`src/rtl/johnson_pkg.sv`:
```
// ---------------------------------------------------------------------------
// johnson_pkg
// Shared types and helper functions for the Johnson phase decoder.
//   state_e          : lock/error state machine encoding
//   johnson_succ     : legal successor of a Johnson code
//   johnson_is_legal : code is one of the 2*width legal Johnson codes
//   johnson_idx      : phase index of a legal Johnson code
// The helpers take a zero-extended 32-bit code plus its real width so that
// they serve any WIDTH parameter of the modules that import them.
// ---------------------------------------------------------------------------
package johnson_pkg;

    localparam int unsigned JOHNSON_WIDTH = 4;

    typedef enum logic [1:0] {
        ST_IDLE,
        ST_ACQ,
        ST_LOCK,
        ST_ERR
    } state_e;

    // Shift right by one, feeding the inverted LSB into the MSB.
    function automatic logic [31:0] johnson_succ(input logic [31:0] code,
                                                 input int unsigned width);
        logic [31:0] mask;
        mask = (32'd1 << width) - 32'd1;
        return ((code >> 1) | ({31'd0, ~code[0]} << (width - 1))) & mask;
    endfunction

    // A legal Johnson code is a single run of ones and a single run of zeros,
    // i.e. at most one transition between neighbouring bits.
    function automatic logic johnson_is_legal(input logic [31:0] code,
                                              input int unsigned width);
        int unsigned edges;
        edges = 0;
        for (int unsigned i = 0; i < 31; i++) begin
            if ((i + 1 < width) && (code[i] != code[i+1])) begin
                edges++;
            end
        end
        return (edges <= 1);
    endfunction

    // Filling phase (MSB set, or all zeros): index equals the number of ones.
    // Draining phase (MSB clear): index counts down from 2*width.
    function automatic logic [31:0] johnson_idx(input logic [31:0] code,
                                                input int unsigned width);
        int unsigned ones;
        ones = 0;
        for (int unsigned i = 0; i < 32; i++) begin
            if ((i < width) && code[i]) begin
                ones++;
            end
        end
        if ((code == '0) || code[width-1]) begin
            return ones;
        end
        return 2 * width - ones;
    endfunction

endpackage

```
`src/rtl/johnson_phase_decoder_decode.sv`:
```
// ---------------------------------------------------------------------------
// johnson_code_decode
// Purely combinational decode of one Johnson code sample.
//   code_i   : Johnson code, MSB first
//   valid_o  : code is legal
//   idx_o    : binary phase index, 0 when illegal
//   onehot_o : one-hot phase, all zeros when illegal
// ---------------------------------------------------------------------------
module johnson_code_decode
    import johnson_pkg::*;
#(
    parameter  int unsigned WIDTH  = JOHNSON_WIDTH,
    localparam int unsigned PHASES = 2 * WIDTH,
    localparam int unsigned IDX_W  = $clog2(PHASES)
) (
    input  logic [WIDTH-1:0]  code_i,
    output logic              valid_o,
    output logic [IDX_W-1:0]  idx_o,
    output logic [PHASES-1:0] onehot_o
);

    logic [31:0] code_ext;

    assign code_ext = 32'(code_i);

    // NOTE: every output gets a default before the conditional, so no latch.
    always_comb begin
        valid_o  = johnson_is_legal(code_ext, WIDTH);
        idx_o    = '0;
        onehot_o = '0;
        if (valid_o) begin
            idx_o    = IDX_W'(johnson_idx(code_ext, WIDTH));
            onehot_o = PHASES'(1) << idx_o;
        end
    end

endmodule

```
`src/rtl/johnson_phase_decoder.sv`:
```
// ---------------------------------------------------------------------------
// johnson_phase_decoder
// Registers the raw Johnson code, decodes it to a phase, checks each step
// against the legal successor and runs an IDLE/ACQ/LOCK/ERR state machine.
//   clk          : single clock, rising edge
//   rst          : asynchronous active-low reset
//   code_in      : Johnson code from the counter (synchronous to clk)
//   clr_err      : synchronous clear of the error state and revolution count
//   phase_onehot : one-hot phase of the registered sample, 0 if illegal
//   phase_idx    : binary phase index, 0 if illegal
//   valid_code   : registered sample is legal
//   locked       : state machine is in LOCK
//   err          : state machine is in ERR (sticky until clr_err)
//   rev_count    : full revolutions completed while locked
// Build option: define JOHNSON_DEC_REV_CNT_EN to build the revolution
// counter; otherwise rev_count is tied to zero.
// ---------------------------------------------------------------------------
module johnson_phase_decoder
    import johnson_pkg::*;
#(
    parameter  int unsigned WIDTH    = JOHNSON_WIDTH,
    parameter  int unsigned LOCK_CNT = 2,
    parameter  int unsigned REV_W    = 8,
    localparam int unsigned PHASES   = 2 * WIDTH,
    localparam int unsigned IDX_W    = $clog2(PHASES)
) (
    input  logic              clk,
    input  logic              rst,
    input  logic [WIDTH-1:0]  code_in,
    input  logic              clr_err,
    output logic [PHASES-1:0] phase_onehot,
    output logic [IDX_W-1:0]  phase_idx,
    output logic              valid_code,
    output logic              locked,
    output logic              err,
    output logic [REV_W-1:0]  rev_count
);

    localparam logic [3:0] LOCK_TGT = 4'(LOCK_CNT);

    logic [WIDTH-1:0]  code_q;
    logic [WIDTH-1:0]  code_p;
    logic              smp_q;     // code_q holds a real sample (not reset value)
    state_e            state_q, state_d;
    logic [3:0]        cnt_q, cnt_d;

    logic              dec_valid;
    logic [IDX_W-1:0]  dec_idx;
    logic [PHASES-1:0] dec_onehot;
    logic              cur_legal;
    logic              is_step;
    logic              is_hold;
    logic              is_viol;

    johnson_code_decode #(.WIDTH(WIDTH)) u_decode (
        .code_i   (code_q),
        .valid_o  (dec_valid),
        .idx_o    (dec_idx),
        .onehot_o (dec_onehot)
    );

    // NOTE: sequential state uses non-blocking assignments so every flop
    // samples pre-edge values regardless of process ordering.
    always_ff @(posedge clk or negedge rst) begin
        if (!rst) begin
            code_q <= '0;
            code_p <= '0;
            smp_q  <= 1'b0;
        end else begin
            code_q <= code_in;
            code_p <= code_q;
            smp_q  <= 1'b1;
        end
    end

    // Step and hold both require a legal current sample. Comparisons are only
    // acted on in ACQ/LOCK, which are reachable only after a real sample has
    // moved into code_p, so the first post-reset sample is never compared.
    assign cur_legal = smp_q && dec_valid;
    assign is_step   = cur_legal && (code_q == WIDTH'(johnson_succ(32'(code_p), WIDTH)));
    assign is_hold   = cur_legal && (code_q == code_p);
    assign is_viol   = !(is_step || is_hold);

    // State register.
    always_ff @(posedge clk or negedge rst) begin
        if (!rst) begin
            state_q <= ST_IDLE;
            cnt_q   <= '0;
        end else begin
            state_q <= state_d;
            cnt_q   <= cnt_d;
        end
    end

    // Next-state logic.
    always_comb begin
        state_d = state_q;
        cnt_d   = cnt_q;
        unique case (state_q)
            ST_IDLE: begin
                if (cur_legal) begin
                    state_d = ST_ACQ;
                    cnt_d   = '0;
                end
            end
            ST_ACQ: begin
                if (is_step) begin
                    cnt_d = cnt_q + 4'd1;
                    if (cnt_q + 4'd1 == LOCK_TGT) begin
                        state_d = ST_LOCK;
                    end
                end else if (is_viol) begin
                    state_d = ST_IDLE;
                    cnt_d   = '0;
                end
            end
            ST_LOCK: begin
                if (is_viol) begin
                    state_d = ST_ERR;
                end
            end
            ST_ERR: begin
                // clr_err takes precedence over whatever the code does.
                if (clr_err) begin
                    state_d = ST_IDLE;
                end
            end
        endcase
    end

    // Outputs: decode is blanked until the first real sample is registered.
    always_comb begin
        valid_code   = smp_q && dec_valid;
        phase_idx    = smp_q ? dec_idx : '0;
        phase_onehot = smp_q ? dec_onehot : '0;
        locked       = (state_q == ST_LOCK);
        err          = (state_q == ST_ERR);
    end

`ifdef JOHNSON_DEC_REV_CNT_EN
    logic [REV_W-1:0] rev_q, rev_d;

    // The only legal step into phase 0 comes from the last phase, so a step
    // landing on the all-zeros code marks a completed revolution.
    always_comb begin
        rev_d = rev_q;
        if (clr_err) begin
            rev_d = '0;
        end else if ((state_q == ST_LOCK) && is_step && (code_q == '0)) begin
            rev_d = rev_q + REV_W'(1);
        end
    end

    always_ff @(posedge clk or negedge rst) begin
        if (!rst) begin
            rev_q <= '0;
        end else begin
            rev_q <= rev_d;
        end
    end

    assign rev_count = rev_q;
`else
    assign rev_count = '0;
`endif

endmodule

```
`config.mk`:
```
export PLATFORM = sky130hd
export DESIGN_NAME = johnson_phase_decoder
export DESIGN_NICKNAME = d
export VERILOG_FILES = /design/src/rtl/johnson_pkg.sv /design/src/rtl/johnson_phase_decoder_decode.sv /design/src/rtl/johnson_phase_decoder.sv
export SDC_FILE = /design/constraint.sdc
export NUM_CORES = 1
export LEC_CHECK = 0
export BUFFER_PORTS_ARGS = -buffer_cell sky130_fd_sc_hd__clkbuf_2
export CAP_MARGIN = 10
export CORE_ASPECT_RATIO = 1.1
export CORE_MARGIN = 1
export CORE_UTILIZATION = 36
export DETAILED_ROUTE_END_ITERATION = 10
export GPL_ROUTABILITY_DRIVEN = 0
export SLEW_MARGIN = 0
export SYNTH_ARGS = -nofsm -noshare
export SYNTH_HDL_FRONTEND = slang
export SYNTH_SLANG_ARGS = --single-unit
```
`constraint.sdc`:
```
create_clock -name clk -period 3 [get_ports clk]
set_input_delay 0.6 -clock clk [delete_from_list [all_inputs] [get_ports clk]]
set_output_delay 0.6 -clock clk [all_outputs]
set_load 0.1 [all_outputs]
```
==> key figures <==
Layout
  • Ratio of cells with drive above 1 in the final layout: 51.57%
  • Fill cells: 246
  • Nets: 175
  • # diodes: 0
  • Layout area overhead: 61.00%
  • Final Instance Area: 1740 µm²
  • Non-Filler Instances: 192
  • Post-layout util: 62.10%

Drt
  • Drt pass-1 iters: 3
  • Routed Antenna Nets: 0
  • Met2 WL: between 1000 and 1500 µm
  • Wire length per cell: between 10 and 15 µm
  • Vias per inst: 4.698
  • Met3 WL post-DR: approximately 72 µm
  • Highest Signal Layer: met4
  • DR vias: 902
  • Detailed Route WL: 2114 µm
  • Wl on met1: 818 µm
  • Initial drt markers: 15
  • DRC viols: 0

Yosys
  • Post-synth top cells: 15 x dfrtp_1, 11 x inv_1, 10 x nand2_1, 8 x buf_4
  • Post-synthesis sequential area ratio: 34.72%
  • Mapped Cells: about 120
  • Post-synth EDFFs: 0
  • Synth cell types: 34
  • Post-Synthesis Cell Area: 1081 µm²
  • Most numerous cell in the Yosys netlist: dfrtp_1
  • Seq cells post-synth: 15
  • Share of the synthesized area in the top cell type: 34.72%
  • Cell taking the most area after synthesis: dfrtp_1
  • Most used DFF post-synth: dfrtp_1
  • Synth warn: 0
  • Post-synthesis average cell area: 9.319 µm²
  • Async SR Flop Fraction: 100.0%
  • Synth top area cells: dfrtp_1 35%, ha_1 8.1%, xnor2_1 5.7%

Worst setup path
  • CP arrival: slightly below 3000 ps
  • Reg2reg path depth: 12
  • Crit end category: output port
  • Worst-path fanout max: 3
  • RR Endpoint: cnt_q[2]
  • R2R Setup Slk: 520 ps
  • Critical path type: register to output port
  • Crit path from: code_q[0]
  • CP Launch Type: register
  • Worst setup path end: phase_onehot[5]
  • Worst Path Required: around 2400 ps
  • Worst R2R Start: code_q[2]

Job
  • Number of max-cap violations: 0

STA
  • Worst Setup Slack, final: -540.6 ps
  • RSZ-0062 raised after global routing: yes
  • Final setup fails: 10
  • Worst slew margin: 63.73%
  • Final Max Slew Viols: 0
  • FMAX: between 200 and 300 MHz
  • Minimum clock period: 3541 ps
  • Final Cycle Share: 118.0%
  • Total negative slack: -4577 ps
  • Worst Max-Slew Pin Slew: 546.4 ps
  • Worst hold slack: between 200 and 250 ps
  • Clk_skew: 1.137 ps
  • Hold Violations, Final: 0

Global routing
  • GRT overflow: 0
  • Vias in the first global route: 875
  • GRT Overall Usage: 15.85%
  • Global-route wire length before repair: approximately 3700 µm
  • Initial antenna violation count: 0
  • Pin count of the biggest net entering global routing: 16

Placement
  • Detailed placement HPWL: roughly 1800 µm
  • Post-placement cell area: 1648 µm²
  • Port Buf Inserts: 20
  • Placed Cells: 184
  • Worst slack, placed: -330.2 ps

Floorplanning
  • Die Ht: a little under 60 µm
  • Core Box Area: between 2000 and 3000 µm²
  • Die X: 54.25 µm
  • Die area: 3227 µm²
  • Starting Density: around two fifths
  • Ports: 29
  • Row count: 20

Clock tree
  • H-tree depth: 1
  • TritonCTS Sinks: 15
  • Worst-path clk slew: 80 ps
  • Bufs on Longest Clock Path: 2
  • Total CTS buffers: 3
  • Insertion delay to the later sink of the worst-skew pair: 280 ps
  • # hold bufs at CTS: 0
  • CTS Root Cell: clkbuf_4
  • CTS tree: done

Pwr
  • PD cells: approximately 470 nW/µm²
  • Worst vdd ir: approximately 0.34 mV
  • Leakage: about 0.8 nW
  • Tot Pwr: 0.8237 mW

Run status
  • Failing checks: setup timing
  • Status: finished with violations

Hold path
  • Hold WC Path Type: input port to async pin
flip-flops by register name, summed over array words and instances (netlist names), named ones only:
register / count
code_q: 4
cnt_q: 4
state_q: 1
code_p: 4
smp_q: 1
kinds of logic (layout without fill, tap and decap cells):
| family | after synthesis | in the layout | synth area share [%] |
|---|---|---|---|
| buffers and inverters | 21 | 57 | 10.88 |
| DFF | 15 | 15 | 34.72 |
| AOI/OAI and AO/OA | 17 | 17 | 9.492 |
| xor gates and xnor gates | 13 | 13 | 10.53 |
| other | 2 | 9 | 0.6947 |
| adders and majority gates | 8 | 8 | 9.953 |
| and+or+nand+nor | 38 | 38 | 20.60 |
| muxes | 2 | 2 | 3.125 |
how the worst min path moves through the flow:
stage,cells past startpoint,startpoint,slack [ps],to
detailed placement,0,code_q[1],420,code_p[1]
CTS,1,rst,220,state_q[0]
floorplan,0,rst,300,async pin
finish,1,rst,220,cnt_q[3]
global placement,0,code_q[1],410,code_p[1]
global route,1,rst,240,cnt_q[3]
final cells by class:
type | instances | area [µm²] | share of cell area, %
Multi-Input combinational cell | 87 | 804.5 | 46.23
Tap cell | 33 | 41.29 | 2.372
Timing Repair Buffer | 42 | 441.7 | 25.38
Inverter | 11 | 48.80 | 2.804
Clock buffer | 4 | 26.28 | 1.510
Sequential cell | 15 | 377.9 | 21.71
where the power goes:
group | total, mW | internal (mW) | switching (mW) | leakage [nW]
Combinational | 0.479 | 0.200 | 0.279 | 0.588
Clock | 0.109 | 0.0516 | 0.0574 | 0.0150
Sequential | 0.236 | 0.215 | 0.0207 | 0.185
Total | 0.824 | 0.467 | 0.357 | 0.788
critical path, stage by stage, from the launching register on:
cell	delay [ps]
dfrtp_1	400
inv_2	60
ha_4	300
xor2_4	170
ha_4	220
mux2_4	270
inv_2	60
ha_4	110
a211oi_2	30
a21oi_1	140
xor2_1	290
nand2_4	130
clkinvlp_4	110
and3b_4	200
buf_12	170
layout by cell type, fill, tap and decap left out, types with 2 or more instances in the layout:
cell | Yosys | layout
ha_1 | 7 | 3
nand3_1 | 3 | 3
nor3b_4 | 0 | 3
clkbuf_2 | 0 | 9
inv_1 | 11 | 3
nand2b_4 | 1 | 2
dfrtp_2 | 0 | 2
clkinvlp_4 | 0 | 2
buf_4 | 8 | 20
nor2_1 | 6 | 5
xor2_1 | 6 | 5
dfrtp_1 | 15 | 13
nand2_1 | 10 | 8
ha_4 | 0 | 4
conb_1 | 2 | 9
a21oi_1 | 5 | 4
buf_12 | 0 | 11
xnor2_1 | 7 | 6
clkbuf_4 | 0 | 3
nor3_4 | 0 | 2
inv_2 | 0 | 6
and3b_4 | 0 | 2
o21ai_0 | 6 | 6
and2_1 | 2 | 2
nand2_4 | 0 | 2
repair_timing:
action / CTS / global route
pin swaps: 4 / 5
endpoints found under the setup margin: 11 / 11
resized for setup: 5 / 4
buffers inserted: 4 / 1
metal layers:
| layer | up-vias | track usage (%) |
|---|---|---|
| met5 | - | 0 |
| met4 | 0 | 7.692 |
| met3 | 4 | 1.538 |
| met2 | 25 | 29.44 |
| met1 | 421 | 17.23 |
| li1 | 452 | - |
Power figures use the tool's default switching activity.
